[src/rtl/seg7_pkg.sv]
// Shared types and constants for the 4-digit seven-segment scan driver.
// Segment order is {g,f,e,d,c,b,a}, all active-low.
package seg7_pkg;

  localparam logic [6:0] SEG_OFF   = 7'h7F;
  localparam logic [3:0] ANODE_OFF = 4'hF;

  localparam logic [15:0][6:0] SEG_TBL = {
    7'h0E, 7'h06, 7'h21, 7'h46,
    7'h03, 7'h08, 7'h10, 7'h00,
    7'h78, 7'h02, 7'h12, 7'h19,
    7'h30, 7'h24, 7'h79, 7'h40
  };

  typedef logic [1:0] digit_t;

  typedef enum logic {
    BLANK,
    DRIVE
  } state_t;

endpackage

[src/rtl/seg7_if.sv]
// Port-bank to display-driver bundle: value/control bytes in,
// multiplexed anode/segment/dp lines out.
interface seg7_if;

  logic [7:0] value_lo;
  logic [7:0] value_hi;
  logic [7:0] control;
  logic [3:0] anode_n;
  logic [6:0] segments;
  logic       dp_n;

  modport master (
    output value_lo, value_hi, control,
    input  anode_n, segments, dp_n
  );

  modport slave (
    input  value_lo, value_hi, control,
    output anode_n, segments, dp_n
  );

endinterface

[src/rtl/seg7_hex_decode.sv]
// Combinational nibble to active-low seven-segment lookup.
import seg7_pkg::*;

module seg7_hex_decode (
  input  logic [3:0] nibble,
  output logic [6:0] segments
);

  assign segments = SEG_TBL[nibble];

endmodule

[src/rtl/seg7_scan_driver.sv]
// Multiplexed 4-digit common-anode driver with per-slot blanking and
// per-frame input snapshot; optional LEADING_ZERO_BLANK_EN hides leading zeros.
import seg7_pkg::*;

module seg7_scan_driver #(
  parameter int SCAN_DIV     = 50000,
  parameter int BLANK_CYCLES = 500
) (
  input logic    clock,
  input logic    reset,
  seg7_if.slave  bus
);

  localparam int CW = (SCAN_DIV > 1) ? $clog2(SCAN_DIV) : 1;
  typedef logic [CW-1:0] cnt_t;
  localparam cnt_t LAST = cnt_t'(SCAN_DIV - 1);
  localparam cnt_t BLNK = cnt_t'(BLANK_CYCLES);

  cnt_t       cnt, cnt_nx;
  digit_t     dig, dig_nx;
  state_t     state, state_nx;
  logic       wrap, snap;
  logic [15:0] sh_val;
  logic       sh_en;
  logic [3:0] sh_dp;
  logic [3:0] anode_q, anode_nx;
  logic [6:0] seg_q, seg_nx;
  logic       dp_q, dp_nx;
  logic [3:0] nib;
  logic [6:0] dec;
  logic       hide;
  logic [3:0] sel_n;

  seg7_hex_decode u_dec (
    .nibble   (nib),
    .segments (dec)
  );

  always_comb begin
    wrap   = (cnt == LAST);
    snap   = wrap && (dig == 2'd3);
    cnt_nx = wrap ? '0 : cnt + cnt_t'(1);
    dig_nx = wrap ? dig + 2'd1 : dig;
    unique case (state)
      BLANK:   state_nx = (cnt_nx == BLNK) ? DRIVE : BLANK;
      DRIVE:   state_nx = (cnt_nx == '0) ? BLANK : DRIVE;
      default: state_nx = BLANK;
    endcase
  end

  always_comb begin
    nib   = sh_val[{dig_nx, 2'b00} +: 4];
    sel_n = ~(4'b0001 << dig_nx);
    hide  = 1'b0;
`ifdef LEADING_ZERO_BLANK_EN
    unique case (dig_nx)
      2'd3:    hide = (sh_val[15:12] == 4'h0);
      2'd2:    hide = (sh_val[15:8] == 8'h00);
      2'd1:    hide = (sh_val[15:4] == 12'h000);
      default: hide = 1'b0;
    endcase
`endif
  end

  // Outputs are computed from next state so the registers switch exactly
  // on slot boundaries, never one cycle late.
  always_comb begin
    anode_nx = ANODE_OFF;
    seg_nx   = SEG_OFF;
    dp_nx    = 1'b1;
    if (state_nx == DRIVE && sh_en) begin
      if (!hide) begin
        anode_nx = sel_n;
        seg_nx   = dec;
        dp_nx    = ~sh_dp[dig_nx];
      end else if (sh_dp[dig_nx]) begin
        anode_nx = sel_n;
        dp_nx    = 1'b0;
      end
    end
  end

  always_ff @(posedge clock or negedge reset) begin
    if (!reset) begin
      cnt     <= '0;
      dig     <= '0;
      state   <= BLANK;
      sh_val  <= '0;
      sh_en   <= 1'b0;
      sh_dp   <= '0;
      anode_q <= ANODE_OFF;
      seg_q   <= SEG_OFF;
      dp_q    <= 1'b1;
    end else begin
      cnt     <= cnt_nx;
      dig     <= dig_nx;
      state   <= state_nx;
      anode_q <= anode_nx;
      seg_q   <= seg_nx;
      dp_q    <= dp_nx;
      if (snap) begin
        sh_val <= {bus.value_hi, bus.value_lo};
        sh_en  <= bus.control[0];
        sh_dp  <= bus.control[7:4];
      end
    end
  end

  assign bus.anode_n  = anode_q;
  assign bus.segments = seg_q;
  assign bus.dp_n     = dp_q;

endmodule

[src/flat_wrapper.sv]
// flat-port wrapper written by rule: the top's interface ports become plain ports
module seg7_scan_driver_flat 
#(
  parameter int SCAN_DIV     = 50000,
  parameter int BLANK_CYCLES = 500
)
  (clock, reset, bus_value_lo, bus_value_hi, bus_control, bus_anode_n, bus_segments, bus_dp_n);
  seg7_if bus_i ();
  input logic clock;
  input logic reset;
  input wire logic [$bits(bus_i.value_lo)-1:0] bus_value_lo;
  input wire logic [$bits(bus_i.value_hi)-1:0] bus_value_hi;
  input wire logic [$bits(bus_i.control)-1:0] bus_control;
  output wire logic [$bits(bus_i.anode_n)-1:0] bus_anode_n;
  output wire logic [$bits(bus_i.segments)-1:0] bus_segments;
  output wire logic [$bits(bus_i.dp_n)-1:0] bus_dp_n;
  assign bus_i.value_lo = bus_value_lo;
  assign bus_i.value_hi = bus_value_hi;
  assign bus_i.control = bus_control;
  assign bus_anode_n = bus_i.anode_n;
  assign bus_segments = bus_i.segments;
  assign bus_dp_n = bus_i.dp_n;
  seg7_scan_driver #(.SCAN_DIV(SCAN_DIV), .BLANK_CYCLES(BLANK_CYCLES)) u_core (.clock(clock), .reset(reset), .bus(bus_i));
endmodule
[config.mk]
export PLATFORM = sky130hd
export DESIGN_NAME = seg7_scan_driver_flat
export DESIGN_NICKNAME = d
export VERILOG_FILES = /design/src/rtl/seg7_pkg.sv /design/src/rtl/seg7_if.sv /design/src/rtl/seg7_hex_decode.sv /design/src/rtl/seg7_scan_driver.sv /design/src/flat_wrapper.sv
export SDC_FILE = /design/constraint.sdc
export NUM_CORES = 1
export LEC_CHECK = 0
export CAP_MARGIN = 10
export CORE_UTILIZATION = 45
export DETAILED_ROUTE_END_ITERATION = 6
export HOLD_SLACK_MARGIN = 0.03
export PLACE_DENSITY = 0.69
export SLEW_MARGIN = 5
export SYNTH_ARGS = -nofsm -noshare
export SYNTH_HDL_FRONTEND = slang
export SYNTH_HIERARCHICAL = 1
export SYNTH_SLANG_ARGS = --single-unit
[constraint.sdc]
create_clock -name clock -period 4.2 [get_ports clock]
set_input_delay 0.84 -clock clock [delete_from_list [all_inputs] [get_ports clock]]
set_output_delay 0.84 -clock clock [all_outputs]
set_load 0.005 [all_outputs]
* Word level (Yosys, flattened, before mapping)
Memories as Yosys holds them, arrays and structs flattened. Cells that the tools add are included.
Operators by class: reduce and logical (&&, ||, !) cells 3, magnitude comparators 2, muxes and demuxes 11, shifts and indexed selects 2, eq/ne operators 3, add/subtract/negate cells 2, bitwise operators 3
Operator list (count):
- adder 16 x 1 -> 16 bit (second input constant) | 1
- == test 16 bit (second input constant) | 1
- == test 16 x 9 -> 1 bit (second input constant) | 1
- zero test 16 bit | 1
- 2-to-1 mux 16 bit | 1
- variable part select 16 x 5 -> 4 bit | 1
- 2-to-1 mux 7 bit | 2
- < comparator 4 x 5 -> 1 bit (second input constant) | 1
- 2-to-1 mux 1 bit | 4
- 2-to-1 mux 4 bit | 1
- inverter 4 bit | 1
- << shifter 1 x 2 -> 4 bit (first input constant) | 1
- < comparator 2 x 3 -> 1 bit (second input constant) | 1
- adder 2 x 1 -> 2 bit (second input constant) | 1
- binary-select mux 1 bit (select 2 bit) | 1
- == test 2 bit (second input constant) | 1
- logical AND 1 bit | 2
- 2-to-1 mux 2 bit | 1
- inverter 1 bit | 2
- case mux 1 bit (2 select lines) | 1
Storage, ports and cells: ROM bits 112, logic and storage cells 36, register bits after elaboration 52, output and inout port bits 12, memories kept 1
Memories:
- (no name shown) | depth 16, bits a word 7, read ports 1, clocked after Yosys merged registers in 0, write ports 0, RTL line seg7_hex_decode.sv:9 | assign segments = SEG_TBL[nibble];

* Longest topological paths before layout
depth after elaboration 7, depth in mapped cells 15

* Hierarchy
The synthesis kept the hierarchy.
By module, submodules not included:
- seg7_scan_driver | cells each 234, seq. area each 1316.3 µm², instances 1, area an instance 2591.2 µm²
- seg7_hex_decode | cells each 32, seq. area each 0.0 µm², instances 1, area an instance 275.3 µm²

* Least setup slack after synthesis
OpenSTA, ideal clock, no wires.
kind reg2reg, start reg u_core.cnt[0], end reg u_core.seg_q[3] (netlist: u_core/bus.segments[3]), data arrival time 3.543 ns, cell stages (with the launch flop) 15, buffers on the path 2, period minus slack after synthesis 3.642 ns, data required time 4.100 ns, setup slack 0.558 ns, library setup time 0.100 ns, path through dfrtp_1 ha_1 nand3_1 buf_2 nor4_4 mux2i_1 buf_6 a211oi_1 a21oi_1 inv_1 ha_1 inv_1 mux4_1 inv_1 o311ai_1
RTL lines:
- start: declaration | RTL line seg7_scan_driver.sv:19 | cnt_t cnt, cnt_nx;
- start signal: assignment | RTL line seg7_scan_driver.sv:95 | cnt <= cnt_nx;
- == test 16 bit | RTL line seg7_scan_driver.sv:40 | wrap = (cnt == LAST);
- 2-to-1 mux 2 bit | RTL line seg7_scan_driver.sv:43 | dig_nx = wrap ? dig + 2'd1 : dig;
- variable part select 16 x 5 -> 4 bit | RTL line seg7_scan_driver.sv:52 | nib = sh_val[{dig_nx, 2'b00} +: 4];
- via u_core.nib[0] | RTL line seg7_scan_driver.sv:29 | logic [3:0] nib;
- memory read (16 x 7 bit)
- 2-to-1 mux 7 bit (implied by the code) | RTL line seg7_hex_decode.sv:9
- via u_core.dec[3] | RTL line seg7_scan_driver.sv:30 | logic [6:0] dec;
- 2-to-1 mux 7 bit | RTL line seg7_scan_driver.sv:71 | if (state_nx == DRIVE && sh_en) begin
- via u_core.seg_nx[3] | RTL line seg7_scan_driver.sv:27 | logic [6:0] seg_q, seg_nx;
- end signal: assignment | RTL line seg7_scan_driver.sv:99 | seg_q <= seg_nx;
- end: declaration | RTL line seg7_scan_driver.sv:27
The timed path passes the listed nets, and every way through them passes these cells. The select of a mux whose other input is x is not followed. A chain may end at the register's enable or synchronous reset.

* Worst setup path after layout
Same ends and word-level chain as after synthesis.

==> impl_metrics.json <==
{
  "clk_root_buffer_cell": "clkbuf_8",
  "worst_slew_pin_slew_ps": 863,
  "cts_tree": "yes",
  "nets": 333,
  "finalCritPeriodShare_pct": 88.1,
  "slew_viol_final": 0,
  "critical_path_arrival_ps": 3910,
  "relSlewSlack_pct": 42.3,
  "antenna_found_initial": 0,
  "core_sq_um": 6030,
  "wl_microns": 5210,
  "cap_violations": 0,
  "port_buffers": 34,
  "avgSynthCellArea_sq_um": 10.8,
  "ys_types": 53,
  "cp-end-kind": "flip-flop",
  "max_freq_mhz": 270,
  "crit_chain": "ha_1 > nand3_1 > nor4_4 > buf_4 > xnor2_1 > a211oi_1 > a21oi_1 > inv_1 > ha_1 > inv_1 > mux4_1 > inv_1 > o311ai_1",
  "mostFrequentLayoutCells": "dfrtp_1, clkdlybuf4s50_1, mux2_2",
  "syn_inst": 266,
  "drt-initial-drc-count": 144,
  "grt_max_degree": 32,
  "synth-seq-cells": 52,
  "postCtsSetupRepairBufs": 0,
  "clock-sinks": 52,
  "rows": 28,
  "wl_per_cell_microns": 13.9,
  "hp-class": "in2async",
  "cp.required_ps": 4410,
  "max-vdd-ir-drop_v": 0.000161,
  "dieHeight_microns": 81.8,
  "worst_path_max_delay_cell": "mux4_1",
  "ys.flop_type": "dfrtp_1",
  "viasPerCell": 5.56,
  "crit_fanout": 10,
  "grtUsageTotal_pct": 18.0,
  "dr.pass1.iters": 4,
  "holdBufCountCts": 0,
  "skew_ps": 10.6,
  "cts_max_level": 2,
  "tns_ps": 0,
  "grt_pass1_vias": 1908,
  "cp-start-kind": "flip-flop",
  "rsz0062_at_grt": "false",
  "synth_warnings": 6,
  "antenna_cells": 0,
  "drive_gt1_share_pct": 18.7,
  "grt_first_pass_wirelength_microns": 9210,
  "synth_area_sq_um": 2870,
  "dp_hpwl_microns": 3750,
  "start_util_pct": 47.6,
  "die_x_microns": 81.8,
  "max_stage_delay_ps": 470,
  "gp_congestion": 0.819,
  "ant_nets": 0,
  "worstPathBufferInverterCount": 4,
  "cts_buffer_depth": 2,
  "final_common_cell": "dfrtp_1",
  "status": "finished clean",
  "synth_edf_count": 0,
  "fin_crit_ps": 3700,
  "power_density_nw_per_um2": 257,
  "cts_buffers": 5,
  "clk_pin_slew_worst_paths_ps": 90,
  "fp.dieArea_sq_um": 6690,
  "grt_overflow_total": 0,
  "crit_type": "reg2reg",
  "fillCellCount": 562,
  "vias": 2079,
  "clock_latency_ps": 300,
  "area_growth_pct": 16.8,
  "hold_violations": 0,
  "fin_util_pct": 55.6,
  "p_leak_nw": 1.47,
  "crit_family": "adder cells",
  "synthArstFlopShare_pct": 100,
  "cpMostUsedCell": "inv_1",
  "cts_resized": 0,
  "drc_errors": 0,
  "synth_seq_area_share_pct": 45.9,
  "syn_nets": 301,
  "ios": 38,
  "setup_viol": 0
}
## cells in the mapped netlist, types with 2 or more instances
cell	n	area share, %
mux2_2	22	8.6
mux2i_1	9	3.1
o311ai_1	5	1.5
o21ai_0	9	1.6
nor4_1	3	0.65
and4_1	2	0.61
nor2_1	18	2.4
nor3b_1	2	0.52
or3_1	3	0.65
dfrtp_1	40	35
ha_1	9	3.9
nor3_1	7	1.2
nand3_1	4	0.70
clkbuf_1	5	0.65
nand4_1	5	1.1
buf_2	10	1.7
o311ai_0	2	0.61
dfstp_2	12	11
nand4b_1	2	0.61
a21oi_1	7	1.2
xor2_1	5	1.5
a22o_1	2	0.61
o31ai_1	5	1.3
a211oi_1	6	1.6
xnor2_1	10	3.1
buf_6	2	0.79
and3_1	3	0.65
nand2_1	11	1.4
nor2b_1	4	0.87
a41o_1	2	0.70
inv_1	18	2.4
## logic make-up after synthesis
logic type,share of synthesized area [%]
muxes,12.7
adders and majority gates,3.93
DFF,45.9
buffers and inverters,5.67
xor gates and xnor gates,4.58
and+or+nand+nor,15.6
AOI/OAI and AO/OA,11.6
## cell type report
cell class                 count  area [sq um]  area share [%]
multi-input combinational    178          1390            41.4
timing repair buffer          43           403            12.0
sequential                    52          1320            39.3
clock inverter                 1          5.00           0.149
tap                           75          93.8            2.80
inverter                      18          67.6            2.02
clock buffer                   7          76.3            2.28
## report_power, final
group / total [mW] / internal [mW] / switching, mW
Clock: 0.272 / 0.117 / 0.154
Sequential: 0.518 / 0.511 / 0.00690
Combinational: 0.0706 / 0.0403 / 0.0303
## sequential cells by signal, indices dropped and copies added, names as in the netlist
register / flops
u_core/bus.anode_n: 4
u_core/dig: 2
u_core/state: 1
u_core/bus.segments: 7
u_core/cnt: 16
u_core/sh_en: 1
u_core/sh_val: 16
u_core/sh_dp: 4
u_core/bus.dp_n: 1
## worst paths after layout
check / startpoint / end / slack [ps] / cells after the start
min in group clock: u_core/sh_val[12] / u_core/sh_val[12] / 510 / 1
worst max register to register: u_core/cnt[0] / u_core/bus.segments[3] / 500 / 13
worst min register to register: u_core/sh_val[12] / u_core/sh_val[12] / 510 / 1
worst max-delay path: u_core/cnt[0] / u_core/bus.segments[3] / 500 / 13
max in group asynchronous: reset / u_core/bus.dp_n / 2920 / 2
worst min-delay path: reset / u_core/sh_val[3] / 490 / 1
## per-stage QoR
step / setup WS (ps) / hold WS [ps] / area, sq um / cells / power (mW)
6_report: 502 / 490 / 3350 / 374 / 0.860
2_1_floorplan: 558 / 471 / 2870 / 266 / 0.560
5_1_grt: 193 / 517 / 3350 / 374 / 0.900
4_1_cts: 521 / 494 / 3350 / 374 / 0.874
3_3_place_gp: 590 / 484 / 3270 / 366 / 0.598
3_5_place_dp: 532 / 490 / 3270 / 366 / 0.599
## layer usage
| layer | share of wire, % | track usage, % | vias up |
|---|---|---|---|
| li1 | - | - | 1020 |
| met1 | 50 | 26.1 | 998 |
| met2 | 45 | 27.3 | 57 |
| met3 | 3.9 | 3.33 | 4 |
| met4 | 1.0 | 5.26 | 0 |
| met5 | 0 | 0 | - |
Power figures use the tool's default switching activity.
